--- config.mk ---
export PLATFORM = sky130hd
export DESIGN_NAME = rv_decode_stage
export DESIGN_NICKNAME = d
export VERILOG_FILES = /design/src/rtl/rv_pkg.sv /design/src/rtl/rv_scoreboard.sv /design/src/rtl/rv_decode_stage.sv
export SDC_FILE = /design/constraint.sdc
export NUM_CORES = 1
export LEC_CHECK = 0
export ABC_AREA = 1
export BUFFER_PORTS_ARGS = -buffer_cell sky130_fd_sc_hd__buf_2
export CAP_MARGIN = 20
export CELL_PAD_IN_SITES_DETAIL_PLACEMENT = 0
export CELL_PAD_IN_SITES_GLOBAL_PLACEMENT = 1
export CORE_ASPECT_RATIO = 0.8
export CORE_MARGIN = 2
export CORE_UTILIZATION = 39
export DETAILED_ROUTE_END_ITERATION = 8
export PLACE_DENSITY = 0.9
export SLEW_MARGIN = 5
export SYNTH_ARGS = -nofsm -noshare
export SYNTH_HDL_FRONTEND = slang
export SYNTH_HIERARCHICAL = 1
export SYNTH_SLANG_ARGS = --single-unit
--- constraint.sdc ---
create_clock -name clk -period 2.48 [get_ports clk]
set_input_delay 0.124 -clock clk [delete_from_list [all_inputs] [get_ports clk]]
set_output_delay 0.124 -clock clk [all_outputs]
set_load 0.02 [all_outputs]
--- src/rtl/rv_pkg.sv ---
// rtl/rv_pkg.sv - shared opcodes, funct3 codes and the decode bundle type
package rv_pkg;
   localparam int XLEN   = 32;
   localparam int REG_AW = 5;

   localparam logic [6:0] OPC_OP     = 7'b0110011;
   localparam logic [6:0] OPC_OP_IMM = 7'b0010011;
   localparam logic [6:0] OPC_LUI    = 7'b0110111;
   localparam logic [6:0] OPC_AUIPC  = 7'b0010111;
   localparam logic [6:0] OPC_LOAD   = 7'b0000011;
   localparam logic [6:0] OPC_STORE  = 7'b0100011;

   localparam logic [2:0] F3_ADD  = 3'b000;
   localparam logic [2:0] F3_SLL  = 3'b001;
   localparam logic [2:0] F3_SLT  = 3'b010;
   localparam logic [2:0] F3_SLTU = 3'b011;
   localparam logic [2:0] F3_XOR  = 3'b100;
   localparam logic [2:0] F3_SR   = 3'b101;
   localparam logic [2:0] F3_OR   = 3'b110;
   localparam logic [2:0] F3_AND  = 3'b111;

   typedef struct packed {
      logic [XLEN-1:0]   x;
      logic [XLEN-1:0]   y;
      logic [2:0]        funct3;
      logic [6:0]        funct7;
      logic              imm;
      logic [REG_AW-1:0] rd;
      logic              wen;
      logic              mem_rd;
      logic              mem_wr;
      logic [2:0]        mem_funct3;
      logic [XLEN-1:0]   store_data;
      logic              illegal;
   } dec_bundle_t;
endpackage

--- src/rtl/rv_scoreboard.sv ---
// rtl/rv_scoreboard.sv - per-register busy bits for read-after-write stalls
// Set wins over clear on the same register; x0 is never busy.
module rv_scoreboard
   import rv_pkg::*;
(
   input  logic              clk,
   input  logic              rst_n,
   input  logic              set_en,
   input  logic [REG_AW-1:0] set_addr,
   input  logic              clr_en,
   input  logic [REG_AW-1:0] clr_addr,
   input  logic [REG_AW-1:0] q1_addr,
   input  logic [REG_AW-1:0] q2_addr,
   output logic              q1_busy,
   output logic              q2_busy
);
   localparam int NREG = 1 << REG_AW;

   logic [NREG-1:0] busy_q, busy_d;

   always_comb begin
      busy_d = busy_q;
      if (clr_en) busy_d[clr_addr] = 1'b0;
      if (set_en) busy_d[set_addr] = 1'b1;
      busy_d[0] = 1'b0;
   end

   always_ff @(posedge clk or negedge rst_n) begin
      if (!rst_n) busy_q <= '0;
      else        busy_q <= busy_d;
   end

   assign q1_busy = busy_q[q1_addr];
   assign q2_busy = busy_q[q2_addr];
endmodule

--- src/rtl/rv_decode_stage.sv ---
// rtl/rv_decode_stage.sv - registered decode stage with RAW scoreboard stall
// DEC_WB_BYPASS_EN: a writeback in the same cycle releases the stall (write-through RF).
module rv_decode_stage
   import rv_pkg::*;
(
   input  logic              clk,
   input  logic              rst_n,
   input  logic              in_valid,
   output logic              in_ready,
   input  logic [XLEN-1:0]   in_instr,
   input  logic [XLEN-1:0]   in_pc,
   output logic [REG_AW-1:0] rf_raddr1,
   output logic [REG_AW-1:0] rf_raddr2,
   input  logic [XLEN-1:0]   rf_rdata1,
   input  logic [XLEN-1:0]   rf_rdata2,
   input  logic              wb_valid,
   input  logic [REG_AW-1:0] wb_rd,
   input  logic              flush,
   output logic              out_valid,
   input  logic              out_ready,
   output logic [XLEN-1:0]   out_x,
   output logic [XLEN-1:0]   out_y,
   output logic [2:0]        out_funct3,
   output logic [6:0]        out_funct7,
   output logic              out_imm,
   output logic [REG_AW-1:0] out_rd,
   output logic              out_wen,
   output logic              out_mem_rd,
   output logic              out_mem_wr,
   output logic [2:0]        out_mem_funct3,
   output logic [XLEN-1:0]   out_store_data,
   output logic              out_illegal
);
   logic [6:0]        opcode;
   logic [REG_AW-1:0] rs1, rs2, rd;
   logic [2:0]        f3;
   logic [XLEN-1:0]   imm_i, imm_s, imm_u;
   logic              rs1_used, rs2_used, writes_rd;
   dec_bundle_t       dec;
   dec_bundle_t       bundle_q, bundle_d;
   logic              valid_q, valid_d;
   logic              busy1, busy2;
   logic              held1, held2, wb1, wb2, haz1, haz2, hazard, accept;

   assign opcode = in_instr[6:0];
   assign rd     = in_instr[11:7];
   assign f3     = in_instr[14:12];
   assign rs1    = in_instr[19:15];
   assign rs2    = in_instr[24:20];
   assign imm_i  = {{20{in_instr[31]}}, in_instr[31:20]};
   assign imm_s  = {{20{in_instr[31]}}, in_instr[31:25], in_instr[11:7]};
   assign imm_u  = {in_instr[31:12], 12'b0};

   assign rf_raddr1 = rs1;
   assign rf_raddr2 = rs2;

   always_comb begin
      dec       = '0;
      rs1_used  = 1'b0;
      rs2_used  = 1'b0;
      writes_rd = 1'b0;
      case (opcode)
         OPC_OP: begin
            rs1_used = 1'b1; rs2_used = 1'b1; writes_rd = 1'b1;
            dec.x = rf_rdata1; dec.y = rf_rdata2;
            dec.funct3 = f3; dec.funct7 = in_instr[31:25];
            dec.imm = (f3 == F3_SR) ? in_instr[30] : 1'b0;
         end
         OPC_OP_IMM: begin
            rs1_used = 1'b1; writes_rd = 1'b1;
            dec.x = rf_rdata1; dec.funct3 = f3;
            // Shift immediates carry only the shamt; funct7 selects SRL/SRA
            if (f3 == F3_SLL || f3 == F3_SR) begin
               dec.y      = {27'b0, in_instr[24:20]};
               dec.funct7 = in_instr[31:25];
            end else begin
               dec.y      = imm_i;
            end
            dec.imm = (f3 == F3_SR) ? in_instr[30] : 1'b1;
         end
         OPC_LUI: begin
            writes_rd = 1'b1;
            dec.y = imm_u; dec.funct3 = F3_ADD; dec.imm = 1'b1;
         end
         OPC_AUIPC: begin
            writes_rd = 1'b1;
            dec.x = in_pc; dec.y = imm_u; dec.funct3 = F3_ADD; dec.imm = 1'b1;
         end
         OPC_LOAD: begin
            rs1_used = 1'b1; writes_rd = 1'b1;
            dec.x = rf_rdata1; dec.y = imm_i; dec.funct3 = F3_ADD; dec.imm = 1'b1;
            dec.mem_rd = 1'b1; dec.mem_funct3 = f3;
         end
         OPC_STORE: begin
            rs1_used = 1'b1; rs2_used = 1'b1;
            dec.x = rf_rdata1; dec.y = imm_s; dec.funct3 = F3_ADD; dec.imm = 1'b1;
            dec.mem_wr = 1'b1; dec.mem_funct3 = f3; dec.store_data = rf_rdata2;
         end
         default: dec.illegal = 1'b1;
      endcase
      dec.rd  = rd;
      dec.wen = writes_rd && (rd != '0);
   end

   rv_scoreboard u_sb (
      .clk      (clk),
      .rst_n    (rst_n),
      .set_en   (valid_q && out_ready && bundle_q.wen),
      .set_addr (bundle_q.rd),
      .clr_en   (wb_valid),
      .clr_addr (wb_rd),
      .q1_addr  (rs1),
      .q2_addr  (rs2),
      .q1_busy  (busy1),
      .q2_busy  (busy2)
   );

   assign held1 = valid_q && bundle_q.wen && (bundle_q.rd == rs1);
   assign held2 = valid_q && bundle_q.wen && (bundle_q.rd == rs2);
`ifdef DEC_WB_BYPASS_EN
   assign wb1 = wb_valid && (wb_rd == rs1) && !held1;
   assign wb2 = wb_valid && (wb_rd == rs2) && !held2;
`else
   assign wb1 = 1'b0;
   assign wb2 = 1'b0;
`endif
   assign haz1   = rs1_used && (rs1 != '0) && ((busy1 && !wb1) || held1);
   assign haz2   = rs2_used && (rs2 != '0) && ((busy2 && !wb2) || held2);
   assign hazard = haz1 || haz2;

   assign in_ready = (!valid_q || out_ready) && !hazard && !flush;
   assign accept   = in_valid && in_ready;

   always_comb begin
      bundle_d = accept ? dec : bundle_q;
      if (flush)          valid_d = 1'b0;
      else if (accept)    valid_d = 1'b1;
      else if (out_ready) valid_d = 1'b0;
      else                valid_d = valid_q;
   end

   always_ff @(posedge clk or negedge rst_n) begin
      if (!rst_n) begin
         valid_q  <= 1'b0;
         bundle_q <= '0;
      end else begin
         valid_q  <= valid_d;
         bundle_q <= bundle_d;
      end
   end

   assign out_valid      = valid_q;
   assign out_x          = bundle_q.x;
   assign out_y          = bundle_q.y;
   assign out_funct3     = bundle_q.funct3;
   assign out_funct7     = bundle_q.funct7;
   assign out_imm        = bundle_q.imm;
   assign out_rd         = bundle_q.rd;
   assign out_wen        = bundle_q.wen;
   assign out_mem_rd     = bundle_q.mem_rd;
   assign out_mem_wr     = bundle_q.mem_wr;
   assign out_mem_funct3 = bundle_q.mem_funct3;
   assign out_store_data = bundle_q.store_data;
   assign out_illegal    = bundle_q.illegal;
endmodule

==> results of run 1 <==
==> power by group through the flow <==
stage | Clock, mW | Sequential, mW | Combinational [mW]
floorplan | 0 | 2.66 | 0.375
global placement | 0 | 2.63 | 0.781
detailed placement | 0 | 2.63 | 0.789
CTS | 2.70 | 2.58 | 0.801
global route | 2.81 | 2.59 | 0.915
finish | 2.68 | 2.59 | 0.831
==> synth_stat cells <==
| master | number | share of area, % |
|---|---|---|
| nand2_1 | 483 | 21 |
| dfrtp_1 | 151 | 44 |
| nand3_1 | 135 | 7.9 |
| nand4_1 | 121 | 8.8 |
| inv_1 | 89 | 3.9 |
| o21ai_0 | 70 | 4.1 |
| nor2_1 | 61 | 2.7 |
| buf_2 | 30 | 1.7 |
| clkbuf_1 | 26 | 1.1 |
| buf_4 | 22 | 1.9 |
| nor3_1 | 7 | 0.41 |
| buf_6 | 6 | 0.79 |
| o22ai_1 | 6 | 0.44 |
| buf_1 | 5 | 0.22 |
| inv_2 | 3 | 0.13 |
| nor3_2 | 3 | 0.35 |
| inv_6 | 2 | 0.20 |
| a21oi_1 | 1 | 0.058 |
| a21oi_2 | 1 | 0.10 |
| a31oi_1 | 1 | 0.073 |
| and2_1 | 1 | 0.073 |
| nor2_2 | 1 | 0.073 |
==> worst paths after layout <==
| path | from | end | cells after the start |
|---|---|---|---|
| max | u_sb/busy_q[21]$_DFF_PN0_ | in_ready | 14 |
| min | out_ready | out_valid$_DFFE_PN0P_ | 4 |
| max reg2reg | u_sb/busy_q[3]$_DFF_PN0_ | out_store_data[1]$_DFFE_PN0P_ | 16 |
| min reg2reg | out_mem_funct3[0]$_DFFE_PN0P_ | out_mem_funct3[0]$_DFFE_PN0P_ | 2 |
| max in group asynchronous | rst_n | out_y[2]$_DFFE_PN0P_ | 3 |
| min in group asynchronous | rst_n | out_y[20]$_DFFE_PN0P_ | 2 |
==> critical path, stage by stage (launching register included) <==
cell,delay (ns)
dfrtp_1,0.42
nand2_1,0.08
nand3_1,0.08
nand3_1,0.12
nand2_1,0.08
nand2_1,0.08
nand2_1,0.06
nand2_1,0.06
nand2_1,0.05
inv_1,0.05
nand2_1,0.07
nand2_4,0.09
buf_6,0.20
and2_1,0.17
buf_4,0.14
==> repair_timing <==
action / CTS / global route
setup buffers: 0 / 5
endpoints found under the setup margin: 0 / 1
hold buffers: 7 / 0
hold endpoints to repair: 66 / 0
gates resized for setup: 0 / 2
==> flip-flops by register name, indices dropped and copies added (netlist names), 3 cells and up <==
name            cells
out_rd              5
out_y              32
out_store_data     32
out_funct7          7
out_mem_funct3      3
out_funct3          3
u_sb/busy_q        31
out_x              32
==> stage by stage <==
| stage | area (um^2) | hold slack, ns |
|---|---|---|
| after floorplan | 8600 | -0.172 |
| final | 10800 | 0.00828 |
| after global routing | 10800 | 0.0467 |
| after CTS | 10700 | 0.00000833 |
| after detailed placement | 10100 | 0.179 |
| after global placement | 10100 | 0.158 |
==> routing by layer <==
layer	global-route usage (%)	vias to the layer above
met2	39.5	488
li1	-	4476
met3	5.93	50
met4	8.45	0
met1	36.8	4449
met5	0	-
==> final cells by class <==
type / instances / share of cell area [%]
antenna: 4 / 0.0925
clock buffer: 19 / 4.18
clock inverter: 12 / 1.32
inverter: 94 / 3.35
multi-input combinational: 891 / 36.8
sequential: 151 / 34.9
tap: 275 / 3.18
timing repair buffer: 303 / 16.1
==> kinds of logic (layout without fill, tap and decap cells) <==
kind of cell / after synthesis / after routing / synth area share, %
and+or+nand+nor: 812 / 812 / 41.3
buffers and inverters: 183 / 428 / 10.0
DFF: 151 / 151 / 43.9
AOI/OAI and AO/OA: 79 / 79 / 4.74
other: 0 / 4 / 0
==> placed cells by master (no fill, tap or decap) <==
cell           count
inv_8              1
a21oi_1            1
buf_4             20
buf_12             6
buf_6              2
nor2_2             1
clkinv_2           2
o22ai_1            6
a31oi_1            1
nor3_4             2
o21ai_0           70
clkbuf_8           2
inv_2              3
a21oi_4            1
nand4_1          121
dfrtp_1          151
clkinv_4           4
buf_2            266
nor2_1            61
inv_6              5
nor3_1             7
inv_1             89
diode_2            4
nor3_2             1
nand3_1          135
bufinv_16          2
clkbuf_16         19
and2_1             1
dlygate4sd3_1      7
nand2_1          482
nand2_4            1
==> flow_summary.toml, run 1 <==
[run_status]
status = "completed"

[clocking]
clock_latency_ns = 0.43
htreeDepth = 4
cts_tree = "done"
root_buffer = "clkbuf_16"
clock_sinks = 151
clkTransAtPathRegs_ns = 0.06
cts_buffer_depth = 2
cts_buffers = 17

[floorplan]
ioPinCount = 270
dieArea_mm2 = 0.0233
die-width_um = 170
num_rows = 48
core_area_mm2 = 0.0216
start_util_pct = 39.8
die_y_um = 137

[routing]
first_pass_iters = 5
via_per_inst = 5.41
vias = 9463
wl_met3_um = 2750
met2_wirelength_um = 14000
wl_met1_um = 13600
drt-initial-drc-count = 1088
wire_per_inst_um = 17.7
routed_wl_um = 31000
top_layer_used = "met4"
drc = 0
final_antenna_net_count = 0

[yosys]
yosysUniqueCellTypes = 22
netlist_instances = 1225
synth_area_mm2 = 0.00860
yosysSeqAreaShare_pct = 43.9
synth_seq_cells = 151
yosysWarnings = 6
syn_avg_cell_area_um2 = 7.02
syn-num-nets = 1364

[worst_setup_path]
reg2reg_slack_ns = 0.27
endpoint_kind = "output pin"
required_ns = 2.36
crit_type = "flip-flop to output pin"
crit_fanout = 23
worstSetupStartpointType = "flip-flop"
arrival_ns = 2.18

[power]
p_switching_mw = 1.76
leakagePower_nw = 6.39
switching_share_pct = 28.9
powerDensity_mw_per_mm2 = 563
seqPwrFrac_pct = 42.4
comb_power_share_pct = 13.6
ir_worst_vdd_mv = 0.432
power_mw = 6.10
clkPwrFrac_pct = 43.9
internal-power_mw = 4.33

[final_layout]
regArea_mm2 = 0.00378
num-fill-cells = 2166
final_nets = 1597
post-route-util_pct = 50.1
final_cells = 1749
area_growth_pct = 25.8
drive_gt1_share_pct = 23.0
multi_input_area_mm2 = 0.00399

[sta]
fin_crit_ns = 2.30
finalHoldViolCount = 0
final.setup.tns_ns = 0
slew_viol_final = 0
rsz0062_at_grt = "no"
fmax_mhz = 434
setup_ws_ns = 0.176
relSlewSlack_pct = 55.7
skew_ns = 0.00775
max_slew.worst_pin.slew_ns = 0.665
setup_viol = 0
post-route-period-util_pct = 92.9

[place]
dp_cells = 1700
portBuffers = 269
place_ws_ns = 0.197
place_hpwl_um = 21600
gp_congestion = 0.880

[global_routing]
grt_max_degree = 120
grtUsageTotal_pct = 26.0
antenna_found_initial = 1
grt_pass1_wl_um = 46900
overflow = 0
first_global_vias = 8555

[worst_hold_path]
min_path_type = "input pin to flip-flop"

[flow_run]
max_cap_viol_count = 0
Power figures use the tool's default switching activity.
==> run 2, diff against run 1 <==
HOLD_SLACK_MARGIN = 0.05   (was not set)
==> flow_summary.toml, run 2 (synthesis results as in run 1) <==
[run_status]
status = "completed"

[routing]
final_antenna_net_count = 0
wire_per_inst_um = 17.8
vias = 9627
first_pass_iters = 6
drt-initial-drc-count = 1014
via_per_inst = 5.39
drc = 0
routed_wl_um = 31700

[sta]
fmax_mhz = 436
whs_ns = 0.0531
setup_viol = 0
skew_ns = 0.00958
finalHoldViolCount = 0
slew_viol_final = 0
setup_ws_ns = 0.188
post-route-period-util_pct = 92.4
rsz0062_at_grt = "no"
relSlewSlack_pct = 55.7
final.setup.tns_ns = 0
max_slew.worst_pin.slew_ns = 0.664
fin_crit_ns = 2.29

[worst_setup_path]
crit_fanout = 23
worstReg2RegEnd = "out_x[29]$_DFFE_PN0P_"
required_ns = 2.36
r2r_start = "u_sb/busy_q[13]$_DFF_PN0_"
endpoint_kind = "output pin"
crit_path_end = "in_ready"
arrival_ns = 2.17
rr_worst_depth = 16
reg2reg_slack_ns = 0.26
crit_type = "flip-flop to output pin"
worstSetupStartpointType = "flip-flop"
cp-startpoint = "u_sb/busy_q[21]$_DFF_PN0_"

[clocking]
cts_buffers = 17
clkTransAtPathRegs_ns = 0.07
root_buffer = "clkbuf_16"
htreeDepth = 4
clock_latency_ns = 0.43
cts_buffer_depth = 2
clock_sinks = 151
cts_tree = "done"

[global_routing]
grt_max_degree = 120
first_global_vias = 8743
antenna_found_initial = 1
overflow = 0
grtUsageTotal_pct = 26.3
grt_pass1_wl_um = 47500

[power]
powerDensity_mw_per_mm2 = 549
power_mw = 6.16
ir_worst_vdd_mv = 0.438
leakagePower_nw = 6.57

[final_layout]
num-fill-cells = 2112
final_cells = 1786
post-route-util_pct = 51.9
area_growth_pct = 30.4
final_common_cell = "nand2_1"
drive_gt1_share_pct = 22.8
final_nets = 1637
final_cell_mix = "nand2_1 (482), buf_2 (266), dfrtp_1 (150)"
finalInstanceArea_mm2 = 0.0112

[floorplan]
dieArea_mm2 = 0.0233
num_rows = 48
die-width_um = 170
die_y_um = 137
start_util_pct = 39.8
ioPinCount = 270
core_area_mm2 = 0.0216

[place]
portBuffers = 269
place_ws_ns = 0.197
place_area_mm2 = 0.0101
dp_cells = 1700
gp_congestion = 0.880
place_hpwl_um = 21600

[flow_run]
max_cap_viol_count = 0

[worst_hold_path]
min_path_type = "input pin to flip-flop"
## run 2: critical path, stage by stage (launching register included)
cell	delay (ns)
dfrtp_1	0.42
nand2_1	0.07
nand3_1	0.08
nand3_1	0.11
nand2_1	0.08
nand2_1	0.08
nand2_1	0.06
nand2_1	0.06
nand2_1	0.05
inv_1	0.05
nand2_1	0.07
nand2_4	0.09
buf_6	0.20
and2_1	0.17
buf_4	0.14
## run 2: cell type report
type / instances / area (um^2) / area share (%)
inverter: 94 / 363 / 3.23
tap: 275 / 344 / 3.07
multi-input combinational: 891 / 3990 / 35.5
antenna: 1 / 2.50 / 0.0223
clock buffer: 19 / 453 / 4.04
timing repair buffer: 343 / 2150 / 19.1
clock inverter: 12 / 143 / 1.27
sequential: 151 / 3780 / 33.7
## run 2: how the worst min path moves through the flow
stage | from | endpoint | slack, ns | depth (start not counted)
global placement | rst_n | out_y[20]$_DFFE_PN0P_ | 0.16 | 1
global route | rf_rdata1[1] | out_x[1]$_DFFE_PN0P_ | 0.07 | 5
floorplan | rst_n | out_funct3[0]$_DFFE_PN0P_ | -0.17 | 0
finish | rf_rdata1[19] | out_x[19]$_DFFE_PN0P_ | 0.05 | 5
detailed placement | rst_n | out_y[20]$_DFFE_PN0P_ | 0.18 | 1
CTS | rf_rdata1[27] | out_x[27]$_DFFE_PN0P_ | 0.05 | 5
## run 2: where the power goes
group | switching [mW] | internal (mW)
combinational | 0.581 | 0.313
sequential | 0.0720 | 2.52
clock | 1.13 | 1.55
## run 2: routing by layer
layer / part of all wire (%) / GRT usage (%) / vias up
met5: 0 / 0 / -
met4: 2.1 / 8.21 / 0
met3: 9.7 / 6.22 / 45
met2: 45 / 40.4 / 517
met1: 43 / 36.9 / 4506
li1: - / - / 4559
## run 2: what timing repair did
action	4_1_cts	5_1_grt
endpoints found under the setup margin	0	2
resized for setup	0	3
hold buffers	41	1
buffers inserted	0	10
endpoints found under the hold margin	99	1
==> run 3, diff against run 2 <==
PLACE_DENSITY = not set   (was 0.9)
PLACE_DENSITY_LB_ADDON = 0.15   (was not set)
==> flow_summary.toml, run 3 (synthesis results as in run 1) <==
[sta]
relSlewSlack_pct = 58.0
whs_ns = 0.0621
fin_crit_ns = 2.31
finalHoldViolCount = 0
max_slew.worst_pin.slew_ns = 0.630
slew_viol_final = 0
fmax_mhz = 432
rsz0062_at_grt = "no"
skew_ns = 0.0156
post-route-period-util_pct = 93.3
setup_viol = 0
final.setup.tns_ns = 0

[routing]
via_per_inst = 5.19
drt-initial-drc-count = 926
final_antenna_net_count = 0
first_pass_iters = 5
routed_wl_um = 31100
drc = 0
wire_per_inst_um = 17.4
vias = 9301

[power]
seqPwrFrac_pct = 42.7
power_mw = 6.07
internal-power_mw = 4.32
switching_share_pct = 28.8
clkPwrFrac_pct = 42.7
p_switching_mw = 1.75
leakagePower_nw = 6.55
ir_worst_vdd_mv = 0.420
comb_power_share_pct = 14.6
powerDensity_mw_per_mm2 = 539

[clocking]
root_buffer = "clkbuf_16"
htreeDepth = 4
cts_tree = "done"
clock_latency_ns = 0.43
cts_buffers = 17
cts_buffer_depth = 2
clock_sinks = 151
clkTransAtPathRegs_ns = 0.06

[worst_setup_path]
critical-path-max-stage-delay_ns = 0.60
crit_top_cell = "nand2_1"
required_ns = 2.36
endpoint_kind = "output pin"
arrival_ns = 2.19
critical-path-slowest-cell = "dfrtp_1"
crit_fanout = 49
worstSetupStartpointType = "flip-flop"
crit_type = "flip-flop to output pin"
path_cells = "inv_1 > nand2_1 > o21ai_0 > nor2_1 > nand3_1 > nand2_1 > nand2_4 > buf_12 > and2_1 > buf_4"

[place]
portBuffers = 269
dp_cells = 1703
place_hpwl_um = 21300
gp_congestion = 0.858

[floorplan]
die_y_um = 137
ioPinCount = 270
die-width_um = 170
start_util_pct = 39.8
dieArea_mm2 = 0.0233
num_rows = 48
core_area_mm2 = 0.0216

[final_layout]
area_growth_pct = 30.7
final_cells = 1791
final_common_cell = "nand2_1"
num-fill-cells = 2212
final_cell_mix = "nand2_1 (482), buf_2 (266), dfrtp_1 (151)"
final_nets = 1642
drive_gt1_share_pct = 22.4

[run_status]
status = "completed"

[global_routing]
grtUsageTotal_pct = 26.2
first_global_vias = 8376
overflow = 0
grt_max_degree = 120
antenna_found_initial = 1
grt_pass1_wl_um = 47300

[flow_run]
max_cap_viol_count = 0

[worst_hold_path]
min_path_type = "input pin to flip-flop"
run 3: per-layer routing:
layer / track usage, % / up-vias / wire [um]
met5: 0 / - / 0
met4: 5.75 / 0 / 373
met3: 5.70 / 23 / 2200
met2: 38.4 / 344 / 13400
met1: 39.4 / 4364 / 15100
li1: - / 4570 / -
run 3: area by class of cell:
| type | count | area, um^2 | area share [%] |
|---|---|---|---|
| Sequential cell | 151 | 3780 | 33.6 |
| Tap cell | 275 | 344 | 3.06 |
| Clock buffer | 19 | 433 | 3.85 |
| Antenna cell | 1 | 2.50 | 0.0223 |
| Multi-Input combinational cell | 891 | 3990 | 35.5 |
| Timing Repair Buffer | 348 | 2190 | 19.5 |
| Inverter | 94 | 363 | 3.23 |
| Clock inverter | 12 | 143 | 1.27 |
run 3: through the flow:
step | worst slack, ns | utilization, % | area (um^2)
final | 0.167 | 52.0 | 11200
after global routing | 0.0113 | 52.0 | 11200
after CTS | 0.0777 | 51.7 | 11200
after detailed placement | 0.251 | 46.7 | 10100
after global placement | 0.269 | 46.7 | 10100
after floorplan | 0.767 | - | 8600
run 3: path summary, 6_finish.rpt:
kind | startpoint | endpoint | slack (ns) | depth (start not counted)
max | out_rd[4]$_DFFE_PN0P_ | in_ready | 0.17 | 10
min | rf_rdata1[8] | out_x[8]$_DFFE_PN0P_ | 0.06 | 5
max reg2reg | u_sb/busy_q[5]$_DFF_PN0_ | out_y[12]$_DFFE_PN0P_ | 0.26 | 15
min reg2reg | out_store_data[18]$_DFFE_PN0P_ | out_store_data[18]$_DFFE_PN0P_ | 0.46 | 2
max in group asynchronous | rst_n | out_y[0]$_DFFE_PN0P_ | 1.44 | 3
min in group asynchronous | rst_n | out_store_data[19]$_DFFE_PN0P_ | 0.24 | 2
run 3: power by group through the flow:
stage | Combinational (mW) | Sequential (mW) | Clock, mW
after floorplan | 0.375 | 2.66 | 0
after global placement | 0.799 | 2.63 | 0
after detailed placement | 0.802 | 2.63 | 0
after CTS | 0.866 | 2.59 | 2.64
after global routing | 0.972 | 2.59 | 2.76
final | 0.883 | 2.59 | 2.59
run 3: repair_timing:
action,4_1_cts,5_1_grt
hold buffers,50,0
endpoints found under the setup margin,0,1
gates resized for setup,0,2
hold endpoints to repair,102,0
setup buffers,0,5
run 3: worst max-delay path, delay by kind of cell, from the launching register on:
family	cells	cell delay, ns
simple gates	6	0.59
compound gates	1	0.07
buf+inv	3	0.47
flops	1	0.60
